### src/rtl/prog_loader.sv
// prog_loader
//   Streams a configuration image, byte by byte, into a serial shift chain.
//   Each byte is shifted LSB first. Each bit has a prog_clk low phase (SETUP)
//   and a high phase (HIGH), and each phase lasts DIV clk cycles. Optionally,
//   the bits that fall out of the chain tail (prog_out) are collected into
//   readback bytes.
//
//   Build option: define PROG_LOADER_READBACK_EN to include readback capture.
//   Without it, rb_data is tied to 0, rb_valid is tied to 0 and prog_out is
//   ignored. The prog_* timing is the same in both builds.
//
// Parameters
//   CHAIN_LEN  number of bits in the target chain (multiple of 8)
//   DIV        clk cycles per prog_clk phase (>= 1)
//
// Ports
//   clk        system clock, rising edge
//   rst_n      synchronous active-low reset
//   start      one-cycle pulse, begins a pass (ignored unless idle)
//   in_data    configuration byte, bit 0 shifted first
//   in_valid   in_data holds a byte
//   in_ready   byte accepted when in_valid && in_ready
//   prog_in    serial bit to the chain
//   prog_clk   chain shift clock
//   prog_en    chain shift enable
//   prog_out   chain tail (previous configuration)
//   rb_data    readback byte
//   rb_valid   one-cycle pulse qualifying rb_data
//   busy       pass in progress
//   done       one-cycle pulse at pass completion
module prog_loader #(
  parameter int CHAIN_LEN = 1480,
  parameter int DIV       = 1
) (
  input  logic       clk,
  input  logic       rst_n,
  input  logic       start,
  input  logic [7:0] in_data,
  input  logic       in_valid,
  output logic       in_ready,
  output logic       prog_in,
  output logic       prog_clk,
  output logic       prog_en,
  input  logic       prog_out,
  output logic [7:0] rb_data,
  output logic       rb_valid,
  output logic       busy,
  output logic       done
);

  localparam int CNT_W = $clog2(CHAIN_LEN + 1);
  localparam int DIV_W = (DIV > 1) ? $clog2(DIV) : 1;
  localparam logic [CNT_W-1:0] LAST_BIT = CNT_W'(CHAIN_LEN - 1);
  localparam logic [DIV_W-1:0] DIV_LAST = DIV_W'(DIV - 1);

  typedef enum logic [2:0] {IDLE, FETCH, SETUP, HIGH, FINISH} state_t;

  state_t           state, state_nxt;
  logic [7:0]       byte_q;
  logic [2:0]       idx;
  logic [CNT_W-1:0] bit_cnt;
  logic [DIV_W-1:0] div_cnt;

  logic             div_last;
  logic             bit_last;
  logic             enter_setup;
  logic [2:0]       idx_entry;
  logic [7:0]       byte_src;

  assign div_last    = (div_cnt == DIV_LAST);
  assign bit_last    = (bit_cnt == LAST_BIT);
  assign enter_setup = (state_nxt == SETUP) && (state != SETUP);
  // SETUP is entered either straight from a handshake (bit 0 of the incoming
  // byte) or from HIGH (next bit of the held byte).
  assign idx_entry   = (state == FETCH) ? 3'd0 : idx + 3'd1;
  assign byte_src    = (state == FETCH) ? in_data : byte_q;

  always_ff @(posedge clk) begin
    if (!rst_n) state <= IDLE;
    else        state <= state_nxt;
  end

  always_comb begin
    state_nxt = state;
    case (state)
      IDLE:   if (start)    state_nxt = FETCH;
      FETCH:  if (in_valid) state_nxt = SETUP;
      SETUP:  if (div_last) state_nxt = HIGH;
      HIGH: begin
        if (div_last) begin
          if (idx != 3'd7)   state_nxt = SETUP;
          else if (bit_last) state_nxt = FINISH;
          else               state_nxt = FETCH;
        end
      end
      FINISH: state_nxt = IDLE;
      default: state_nxt = IDLE;
    endcase
  end

  always_comb begin
    in_ready = 1'b0;
    prog_clk = 1'b0;
    prog_en  = 1'b0;
    busy     = 1'b1;
    done     = 1'b0;
    case (state)
      IDLE:   busy = 1'b0;
      FETCH: begin
        in_ready = 1'b1;
        prog_en  = 1'b1;
      end
      SETUP:  prog_en = 1'b1;
      HIGH: begin
        prog_en  = 1'b1;
        prog_clk = 1'b1;
      end
      FINISH: done = 1'b1;
      default: busy = 1'b0;
    endcase
  end

  always_ff @(posedge clk) begin
    if (!rst_n) begin
      byte_q  <= '0;
      idx     <= '0;
      bit_cnt <= '0;
      div_cnt <= '0;
      prog_in <= 1'b0;
    end else begin
      // Phase timer restarts on every state change.
      if (state != state_nxt)
        div_cnt <= '0;
      else if (state == SETUP || state == HIGH)
        div_cnt <= div_cnt + DIV_W'(1);

      if (state == IDLE && start)
        bit_cnt <= '0;

      if (state == FETCH && in_valid) begin
        byte_q <= in_data;
        idx    <= '0;
      end

      // prog_in changes only on entry to SETUP, where prog_clk is low.
      if (enter_setup)
        prog_in <= byte_src[idx_entry];

      if (state == HIGH && div_last) begin
        idx     <= idx + 3'd1;
        bit_cnt <= bit_cnt + CNT_W'(1);
      end
    end
  end

`ifdef PROG_LOADER_READBACK_EN
  logic [7:0] rb_shift;

  always_ff @(posedge clk) begin
    if (!rst_n) begin
      rb_shift <= '0;
      rb_data  <= '0;
      rb_valid <= 1'b0;
    end else begin
      rb_valid <= 1'b0;
      // The tail still holds the old bit because no rising edge has occurred yet.
      if (enter_setup)
        rb_shift[idx_entry] <= prog_out;
      if (state == HIGH && div_last && idx == 3'd7) begin
        rb_data  <= rb_shift;
        rb_valid <= 1'b1;
      end
    end
  end
`else
  logic unused_prog_out;

  assign unused_prog_out = prog_out;
  assign rb_data         = '0;
  assign rb_valid        = 1'b0;
`endif

endmodule

### config.mk
export PLATFORM = sky130hd
export DESIGN_NAME = prog_loader
export DESIGN_NICKNAME = d
export VERILOG_FILES = /design/src/rtl/prog_loader.sv
export SDC_FILE = /design/constraint.sdc
export NUM_CORES = 1
export LEC_CHECK = 0
export ABC_AREA = 1
export CAP_MARGIN = 20
export CORE_MARGIN = 2
export CORE_UTILIZATION = 51
export DETAILED_ROUTE_END_ITERATION = 12
export GPL_ROUTABILITY_DRIVEN = 0
export PLACE_DENSITY = 0.84
export SLEW_MARGIN = 20
export SYNTH_ARGS = -nofsm -noshare
export SYNTH_HDL_FRONTEND = slang
export SYNTH_SLANG_ARGS = --single-unit
### constraint.sdc
create_clock -name clk -period 1.69 [get_ports clk]
set_input_delay 0.338 -clock clk [delete_from_list [all_inputs] [get_ports clk]]
set_output_delay 0.338 -clock clk [all_outputs]
set_load 0.05 [all_outputs]
# Word level (Yosys, flattened, before mapping)
# Index checks and enable logic that the tools add are counted.
# word_totals
register_bits	27
in_bits	13
output_inout_bits	15
wordCells	52
# classes
addsub	3
n_lt_le_gt_ge	1
eq_ne	9
n_mux	20
n_bitwise	2
n_reduce_logical	11
# op_table
cell	count
$mux W3	9
$mux W11	2
$pmux W3 S4	1
$add A11 B1 Y11 const B	1
$eq A11 B11 Y1 const B	1
$eq A3 B2 Y1 const B	3
$mux W8	1
$mux W1	6
$logic_and A1 B1 Y1	4
$lt A3 B4 Y1 const B	1
$reduce_bool A2 Y1	2
$reduce_or A4 Y1	1
$add A3 B1 Y3 const B	1
$bmux W1 S3	1
$eq A3 B1 Y1 const B	1
$eq A3 B3 Y1 const B	1
$logic_not A3 Y1	1
$ne A3 B2 Y1 const B	1
$ne A3 B3 Y1	1
$ne A3 B3 Y1 const B	1
$reduce_or A3 Y1	1
$not A1 Y1	2
$reduce_or A2 Y1	1
$add A1 B1 Y1 const B	1
$logic_or A1 B1 Y1	1

# Longest topological paths before layout
# Gate-level depths: netlist of the first run.
# depth
ltp_word	7
depth_mapped	11
mapped_depth_nobuf	11

# Least setup slack after synthesis of the first run
# No wires, ideal clock.
# synth_path
path_kind	register to output
startpoint	reg state[0]
endpoint	out busy
t_arrival_ns	1.648
required_ns	1.352
setup_slack_ns	-0.296
path_stages_with_launch	5
path_buffers	0
path_cell_list	dfxtp_1 > nor2_1 > inv_1 > nor2_1 > or2_2
# synth_between
elab_chain_cells	3
elab_cells_between_ends	6
cone_classes	eq/ne: 4; mux: 1; reduce/logical: 1
# synth_rtl
item	line_no	text
start: declaration	58	state_t state, state_nxt;
start signal: assignment	80	else state <= state_nxt;
$eq A3 B2 Y1 (tied with other cells)	107	case (state)
$reduce_or A4 Y1 (no line) *	-	
$mux W1 *	107	
end: declaration	47	output logic busy,
# Mark *: on every way between the ends. The rest lies on a longest branch, timed or not.

# Worst setup path in the final report of the first run
# layout_path
startpoint	reg state[2]
endpoint	out prog_clk
# layout_between
elab_chain_cells	2
# layout_rtl
item	line_no	text
$eq A3 B2 Y1	107	
$mux W1	107	
end: declaration	42	output logic prog_clk,
# Every way passes these cells.

==> results of run 1 <==
-- path summary, 6_finish.rpt --
kind,slack [ps],end,cells after the start,start
worst min-delay path,470,byte_q[5],2,byte_q[5]
worst max-delay path,50,prog_clk,4,state[2]
worst min register to register,470,byte_q[5],2,byte_q[5]
worst max register to register,130,bit_cnt[1],8,state[2]
-- kinds of logic after synthesis --
logic type | count (synthesis) | synth area share
and+or+nand+nor | 105 | 0.312
AOI/OAI and AO/OA | 42 | 0.163
DFF | 27 | 0.364
adders and majority gates | 3 | 0.0253
xor gates and xnor gates | 1 | 0.00589
buffers and inverters | 40 | 0.127
other | 1 | 0.00252
-- timing repair --
item	in CTS	in global routing
setup endpoints to repair	2	2
cloned	0	0
resized for setup	7	1
pin swaps	1	1
setup buffers	3	2
-- cell type report --
type                            count  share of cell area
Clock buffer                        4              0.0142
Multi-Input combinational cell    160               0.442
Inverter                           27              0.0550
Tap cell                           31              0.0210
Sequential cell                    27               0.297
Timing Repair Buffer               30               0.171
-- report_power, final --
| group | leakage, nW | internal, mW | total, mW | switching (mW) |
|---|---|---|---|---|
| clock network | 0.0150 | 0.0927 | 0.286 | 0.193 |
| registers | 0.220 | 0.659 | 0.674 | 0.0143 |
| logic | 0.500 | 0.151 | 0.385 | 0.234 |
| total | 0.735 | 0.904 | 1.34 | 0.441 |
-- synthesized netlist by cell type, drive strengths merged --
master / n
a211oi: 2
a21oi: 19
a221oi: 2
and3: 1
buf: 12
clkbuf: 1
conb: 1
dfxtp: 27
ha: 3
inv: 27
nand2: 50
nand3: 11
nand4: 1
nor2: 34
nor3: 6
nor4: 1
o211ai: 1
o21ai: 16
o21bai: 1
o31ai: 1
or2: 1
xor2: 1
-- state kept, by name, indices dropped and copies added (netlist names) --
name,cells
byte_q,8
div_cnt,1
state,3
prog_in,1
idx,3
bit_cnt,11
-- worst register-to-register path, cell delays in order, from the launching register on --
cell and delay (ps):
dfxtp_1 350, inv_2 150, nand2_2 150, nor3_4 290
buf_4 220, nor2_2 60, buf_4 140, nand2_1 50
a21oi_1 50
-- layer usage --
layer  routed length (um)  share of wire  vias to the layer above  GRT usage
met4                   36          0.012                        0     0.0731
met5                    0              0                        -          0
met1                 1470           0.48                      637      0.264
met2                 1370           0.45                       34      0.315
li1                     -              -                      749          -
met3                  176          0.058                        5     0.0402
-- metrics by stage --
step	util	hold WS, ps
2_1_floorplan	-	424
3_3_place_gp	0.637	444
3_5_place_dp	0.637	451
4_1_cts	0.661	471
5_1_grt	0.669	490
6_report	0.669	466
==> summary.txt, run 1 <==
Final layout
  • Fraction of final layout cells with drive strength greater than 1: 0.161
  • Filler Cell Count: 242
  • Total area of multi-input combinational cells: 815 um2
  • Total area of sequential cells: 548 um2
  • Highest-count cells in the layout ignoring fill and taps: nand2_1 (49), nor2_1 (29), dfxtp_1 (25)
  • Signed area change from the synthesized netlist to the final layout: 24.1%
  • Final standard cell count with taps included and fillers excluded: 279
  • Post-Layout Inst Area: 0.00184 mm2
  • Number of nets in the final layout: 265
  • Antenna diode count: 0
  • Most common cell after layout, fill and taps aside: nand2_1

Placement
  • Pre-CTS setup slack: 133 ps
  • Half-perimeter wire length after detailed placement: 2200 um
  • Input/output buffers: 17
  • Dpl cell area: 0.00176 mm2
  • Placed Instances: 270

Synthesis
  • Average size of a mapped cell: 6.79 um2
  • Sequential cell area fraction in the yosys report: 0.364
  • Post-synthesis instance area: 0.00149 mm2
  • Number of instances in the synthesized netlist: 219
  • Count of state elements after synthesis: 27
  • Yosys top cell area share: 0.364
  • Library cells used by synthesis: 32
  • Synth warnings: 0
  • Dominant cells by area after synthesis: dfxtp_1 (36%), nand2_1 (12%), nor2_1 (8.1%)
  • Leading area contributor after synthesis: dfxtp_1

Clocking
  • Clock root buffer: clkbuf_4
  • Number of H-tree levels: 1
  • TritonCTS clock tree: built
  • Buffers from clock root to sink, at most: 2
  • Post-CTS Hold Buffers: 0
  • Count of clock tree sinks: 27
  • Number of buffers inserted during clock tree synthesis: 3
  • Clock latency on the worst-skew pair: 330 ps
  • Clock slew at reported path FFs: 150 ps

Worst setup path
  • Worst Path Arrival: 1310 ps
  • Critical-path cell with the highest stage delay: dfxtp_1
  • Delay of the slowest cell on the worst path: 350 ps
  • Critical path type: reg -> out
  • CP bufs+invs: 2
  • Top delay family on crit path: flip-flops
  • Data required, critical path: 1350 ps
  • Endpoint type of the worst setup path: output port
  • Cell-by-cell trace of the critical path: inv_2 -> nand2_2 -> nor2_4 -> buf_12
  • Startpoint type of the worst setup path: register
  • Highest fanout seen on the critical path: 5

Detailed routing
  • Routed vias: 1,425
  • Violation count after the first detailed-route iteration: 59
  • DR pass1 iterations: 4
  • WL final: 3050 um
  • Via density: 5.11
  • Antenna-violating nets left: 0
  • Wire length per cell: 10.9 um
  • Final routed DRC violation total: 0

Timing
  • Pins Over Slew Limit: 0
  • Fmax achieved: 0.608 GHz
  • Final worst setup slack: 46.0 ps
  • Setup TNS Final: 0 ps
  • Final worst path period share: 0.973
  • Hold Fails Final Rpt: 0
  • Unrepaired setup endpoints after global routing: yes
  • Fin Clk Skew: 6.72 ps
  • Final setup viols: 0
  • Final critical delay including setup and external delays: 1640 ps

Floorplan
  • Initial standard-cell utilization of the core: 0.539
  • Die Area: 0.00336 mm2
  • Die height: 58.0 um
  • # IOs: 28
  • Rows: 19
  • Die width: 58.0 um
  • Core area: 0.00276 mm2

Power and ir drop
  • P_leak: 0.735 nW
  • Power density over the cells: 729 mW/mm2
  • Total power draw: 1.34 mW
  • Maximum ir drop on the vdd rail: 0.000566 V

Global route
  • Pin count of the biggest net entering global routing: 15
  • GRT overflow: 0
  • First-pass GRT wire length: 5160 um
  • Initial antenna violation count: 0
  • Total GRT Usage: 0.197
  • Via count of the first global-routing pass: 1,275

Run
  • Max-cap violation count: 0

Run status
  • Outcome: completed

Hold path
  • Type of the worst min-delay path: reg -> reg
Note: power is estimated with default switching activity, not from simulation.
==> run 2, diff against run 1 <==
--- a/config.mk
+++ b/config.mk
@@ -7,10 +7,12 @@
 export LEC_CHECK = 0
 export ABC_AREA = 1
 export CAP_MARGIN = 20
+export CORE_ASPECT_RATIO = 1.1
 export CORE_MARGIN = 2
 export CORE_UTILIZATION = 51
 export DETAILED_ROUTE_END_ITERATION = 12
 export GPL_ROUTABILITY_DRIVEN = 0
+export GPL_TIMING_DRIVEN = 0
 export PLACE_DENSITY = 0.84
 export SLEW_MARGIN = 20
 export SYNTH_ARGS = -nofsm -noshare
==> summary.txt, run 2 (synthesis gave the netlist of run 1 again) <==
Run status
  • Outcome: completed

Final layout
  • Total area of multi-input combinational cells: 805 um2
  • Signed area change from the synthesized netlist to the final layout: 19.9%
  • Total area of sequential cells: 549 um2
  • Largest registers in the final layout: bit_cnt x11, byte_q x8
  • Number of nets in the final layout: 266
  • Most common cell after layout, fill and taps aside: nand2_1
  • Top reg by flops: bit_cnt
  • Highest-count cells in the layout ignoring fill and taps: nand2_1 (49), nor2_1 (29), inv_1 (24), dfxtp_1 (24), a21oi_1 (19)
  • Fraction of the core area covered by cells at the end of the flow: 0.642
  • Post-Layout Inst Area: 0.00178 mm2
  • Filler Cell Count: 258
  • Flip-flop count of the largest register, all copies and words added: 11
  • Final standard cell count with taps included and fillers excluded: 282
  • Antenna diode count: 0
  • Fraction of final layout cells with drive strength greater than 1: 0.157

Timing
  • Fin Clk Skew: 4.58 ps
  • Unrepaired setup endpoints after global routing: yes
  • Pins Over Slew Limit: 0
  • Final setup viols: 0
  • Post-route worst hold slack: 469 ps
  • Fmax achieved: 0.599 GHz
  • Final critical delay including setup and external delays: 1670 ps
  • Final worst path period share: 0.988
  • Final worst setup slack: 20.1 ps
  • Hold Fails Final Rpt: 0
  • Setup TNS Final: 0 ps

Worst setup path
  • Worst setup path startpoint: state[0]
  • Startpoint of the lowest-slack register-to-register path: idx[0]
  • Delay of the slowest cell on the worst path: 380 ps
  • Worst Path Arrival: 1330 ps
  • Top delay family on crit path: simple AND/OR/NAND/NOR gates
  • Worst reg-to-reg setup slack: 180 ps
  • CP bufs+invs: 1
  • Critical path type: reg -> out
  • Cell-by-cell trace of the critical path: nor2_4 -> nor2_2 -> or2_2 -> buf_6
  • Critical Path End: busy
  • RR Endpoint: prog_in
  • Highest fanout seen on the critical path: 3
  • Endpoint type of the worst setup path: output port
  • Critical-path cell with the highest stage delay: dfxtp_4
  • Worst path depth: 4
  • Register-to-Register Path Depth: 9
  • Data required, critical path: 1350 ps
  • Startpoint type of the worst setup path: register

Hold path
  • Type of the worst min-delay path: reg -> reg
  • Worst Hold Launch: byte_q[1]

Detailed routing
  • Violation count after the first detailed-route iteration: 37
  • DR pass1 iterations: 4
  • Routed vias: 1,370
  • Wire length per cell: 10.2 um
  • Antenna-violating nets left: 0
  • WL final: 2870 um
  • Via density: 4.86
  • Final routed DRC violation total: 0

Clocking
  • Count of clock tree sinks: 27
  • Clock root buffer: clkbuf_4
  • TritonCTS clock tree: built
  • Number of H-tree levels: 1
  • Post-CTS Hold Buffers: 0
  • Clock latency on the worst-skew pair: 330 ps
  • Clock slew at reported path FFs: 140 ps
  • Buffers from clock root to sink, at most: 2
  • Number of buffers inserted during clock tree synthesis: 3

Placement
  • Placed Instances: 277
  • Pre-CTS setup slack: -324 ps
  • Half-perimeter wire length after detailed placement: 2180 um
  • Dpl cell area: 0.00174 mm2
  • Input/output buffers: 17

Power and ir drop
  • P_leak: 0.721 nW
  • Total power draw: 1.29 mW
  • Power density over the cells: 722 mW/mm2
  • Maximum ir drop on the vdd rail: 0.000482 V

Global route
  • Pin count of the biggest net entering global routing: 15
  • Total GRT Usage: 0.192
  • Via count of the first global-routing pass: 1,226
  • Initial antenna violation count: 0
  • First-pass GRT wire length: 4990 um
  • GRT overflow: 0

Floorplan
  • # IOs: 28
  • Core area: 0.00278 mm2
  • Die width: 55.5 um
  • Initial standard-cell utilization of the core: 0.535
  • Die Area: 0.00336 mm2
  • Rows: 20
  • Die height: 60.6 um

Run
  • Max-cap violation count: 0
## run 2: cell types whose count changed in the layout (fill, tap and decap cells not counted), moves of 2 or more
cell and delta:
buf_12 -5, buf_2 +2, buf_4 -2, buf_6 +2
## run 2: layout make-up
type | instances | share of cell area
well taps | 33 | 0.0232
multi-input cells | 160 | 0.451
plain buffers | 13 | 0.0491
flip-flops and latches | 27 | 0.308
clock buffers | 4 | 0.0147
repair buffers | 18 | 0.0968
inverters | 27 | 0.0568
## run 2: worst min-delay path: stages, from the launching register on
cell,delay [ps]
dfxtp_1,330
inv_1,60
a21oi_1,50
## run 2: where the power goes
| part | total (mW) | switching (mW) | internal, mW |
|---|---|---|---|
| sequential | 0.675 | 0.0157 | 0.659 |
| clock | 0.280 | 0.187 | 0.0928 |
| combinational | 0.333 | 0.218 | 0.115 |
| total | 1.29 | 0.420 | 0.867 |
## run 2: worst min path at each step
stage	to	slack [ps]	depth (start not counted)
global placement	byte_q[1]	440	2
finish	byte_q[1]	470	2
CTS	byte_q[1]	470	2
detailed placement	byte_q[1]	450	2
global route	byte_q[5]	490	2
floorplan	byte_q[1]	420	2
## run 2: repair_timing
item,4_1_cts,5_1_grt
hold endpoints to repair,0,0
endpoints found under the setup margin,6,4
pin swaps,0,1
gates resized for setup,32,4
setup buffers,0,1
## run 2: layer usage
| metal | share of wire | vias to the layer above | wire [um] | global-route usage |
|---|---|---|---|---|
| li1 | - | 754 | - | - |
| met1 | 0.47 | 586 | 1360 | 0.231 |
| met2 | 0.46 | 25 | 1330 | 0.335 |
| met3 | 0.038 | 5 | 108 | 0.0320 |
| met4 | 0.024 | 0 | 68 | 0.105 |
| met5 | 0 | - | 0 | 0 |
==> run 3, diff against run 2 <==
--- a/config.mk
+++ b/config.mk
@@ -14,6 +14,7 @@
 export GPL_ROUTABILITY_DRIVEN = 0
 export GPL_TIMING_DRIVEN = 0
 export PLACE_DENSITY = 0.84
+export RECOVER_POWER = 50
 export SLEW_MARGIN = 20
 export SYNTH_ARGS = -nofsm -noshare
 export SYNTH_HDL_FRONTEND = slang
==> summary.txt, run 3 (synthesis gave the netlist of run 1 again) <==
Power and ir drop
  • P_leak: 0.720 nW
  • Total net switching power: 0.419 mW
  • Internal power of the cells: 0.866 mW
  • Relative contribution of sequential cells to total power: 0.525
  • Power density over the cells: 725 mW/mm2
  • Maximum ir drop on the vdd rail: 0.000476 V
  • Share of total power in the clock network: 0.218
  • Switching fraction of total power: 0.326
  • Fraction of power consumed by combinational cells: 0.256

Clocking
  • TritonCTS clock tree: built
  • Clock slew at reported path FFs: 140 ps
  • Number of buffers inserted during clock tree synthesis: 3
  • Number of H-tree levels: 1
  • Count of clock tree sinks: 27
  • Clock latency on the worst-skew pair: 330 ps
  • Clock root buffer: clkbuf_4
  • Buffers from clock root to sink, at most: 2
  • Post-CTS Hold Buffers: 0

Run status
  • Outcome: completed

Detailed routing
  • DR pass1 iterations: 4
  • Antenna-violating nets left: 0
  • WL final: 2840 um
  • Wire length per cell: 10.1 um
  • Final routed DRC violation total: 0
  • Violation count after the first detailed-route iteration: 44
  • Via density: 4.86
  • Routed vias: 1,370

Timing
  • Fin Clk Skew: 5.18 ps
  • Hold Fails Final Rpt: 0
  • Final setup viols: 0
  • Unrepaired setup endpoints after global routing: yes
  • Final critical delay including setup and external delays: 1670 ps
  • Pins Over Slew Limit: 0
  • Fmax achieved: 0.599 GHz
  • Final worst path period share: 0.989
  • Post-route worst hold slack: 465 ps

Final layout
  • Filler Cell Count: 261
  • Total area of multi-input combinational cells: 798 um2
  • Most common cell after layout, fill and taps aside: nand2_1
  • Post-Layout Inst Area: 0.00177 mm2
  • Top reg by flops: bit_cnt
  • Fraction of final layout cells with drive strength greater than 1: 0.153
  • Antenna diode count: 0
  • Highest-count cells in the layout ignoring fill and taps: nand2_1 (49), nor2_1 (29), inv_1 (24), dfxtp_1 (24), a21oi_1 (19)
  • Total area of sequential cells: 549 um2
  • Largest registers in the final layout: bit_cnt x11, byte_q x8
  • Signed area change from the synthesized netlist to the final layout: 19.3%
  • Flip-flop count of the largest register, all copies and words added: 11
  • Number of nets in the final layout: 266

Global route
  • GRT overflow: 0
  • First-pass GRT wire length: 4990 um
  • Initial antenna violation count: 0
  • Via count of the first global-routing pass: 1,226
  • Total GRT Usage: 0.192
  • Pin count of the biggest net entering global routing: 15

Floorplan
  • Core area: 0.00278 mm2
  • Die width: 55.5 um
  • Die Area: 0.00336 mm2
  • Die height: 60.6 um
  • Initial standard-cell utilization of the core: 0.535
  • Rows: 20
  • # IOs: 28

Hold path
  • Type of the worst min-delay path: reg -> reg

Run
  • Max-cap violation count: 0

Placement
  • Input/output buffers: 17
  • Half-perimeter wire length after detailed placement: 2180 um
  • Dpl cell area: 0.00174 mm2

Worst setup path
  • Critical path type: reg -> out
  • Data required, critical path: 1350 ps
  • Highest fanout seen on the critical path: 3
  • Worst Path Arrival: 1330 ps
  • Startpoint type of the worst setup path: register
  • Endpoint type of the worst setup path: output port
[run 3: changes by cell type in the layout (fill, tap and decap cells not counted)]
cell             previous run  this run
nor3_4                      1         0
clkdlybuf4s50_1            11        10
dlygate4sd3_1               0         1
nor3_2                      1         2
buf_4                      12        11
clkbuf_2                    0         1
clkbuf_1                    2         3
buf_2                       2         1
[run 3: final timing paths]
| kind | startpoint | to | slack [ps] | cells after the start |
|---|---|---|---|---|
| max | state[0] | busy | 20 | 4 |
| min | byte_q[1] | byte_q[1] | 470 | 2 |
| min reg2reg | byte_q[1] | byte_q[1] | 470 | 2 |
| max reg2reg | state[0] | bit_cnt[10] | 90 | 7 |
[run 3: layer usage]
| metal | vias to the layer above | wire [um] | part of all wire | global-route usage |
|---|---|---|---|---|
| met2 | 25 | 1320 | 0.47 | 0.335 |
| li1 | 754 | - | - | - |
| met1 | 586 | 1360 | 0.48 | 0.231 |
| met4 | 0 | 68 | 0.024 | 0.105 |
| met3 | 5 | 93 | 0.033 | 0.0320 |
| met5 | - | 0 | 0 | 0 |
[run 3: final cells by class]
class,instances,area share
repair buffers,18,0.0974
well taps,33,0.0233
inverters,27,0.0572
plain buffers,13,0.0473
clock buffers,4,0.0148
flip-flops and latches,27,0.310
multi-input cells,160,0.450
[run 3: power groups by stage]
| stage | Sequential, mW | Clock [mW] | Combinational [mW] |
|---|---|---|---|
| floorplan | 0.695 | 0 | 0.235 |
| global placement | 0.690 | 0 | 0.321 |
| detailed placement | 0.691 | 0 | 0.324 |
| CTS | 0.680 | 0.292 | 0.322 |
| global route | 0.679 | 0.317 | 0.362 |
| finish | 0.675 | 0.280 | 0.329 |
[run 3: worst max-delay path: stages (launching register included)]
cell     delay (ps)
dfxtp_4         380
nor2_4          130
nor2_2           40
or2_2           290
buf_6           160
[run 3: stage by stage]
stage	instances	worst slack (ps)	TNS, ps	util	total power [mW]
2_1_floorplan	227	32.2	0	-	0.931
3_5_place_dp	277	-324	-1020	0.626	1.01
4_1_cts	281	-36.5	-36.5	0.635	1.29
6_report	282	19.2	0	0.638	1.28
3_3_place_gp	277	-307	-1030	0.626	1.01
5_1_grt	282	-44.9	-116	0.638	1.36
[run 3: repair_timing]
item                                    CTS  global route
pin swaps                                 0             1
endpoints found under the hold margin     0             0
setup buffers                             0             1
gates resized for setup                  32             4
endpoints found under the setup margin    6             4
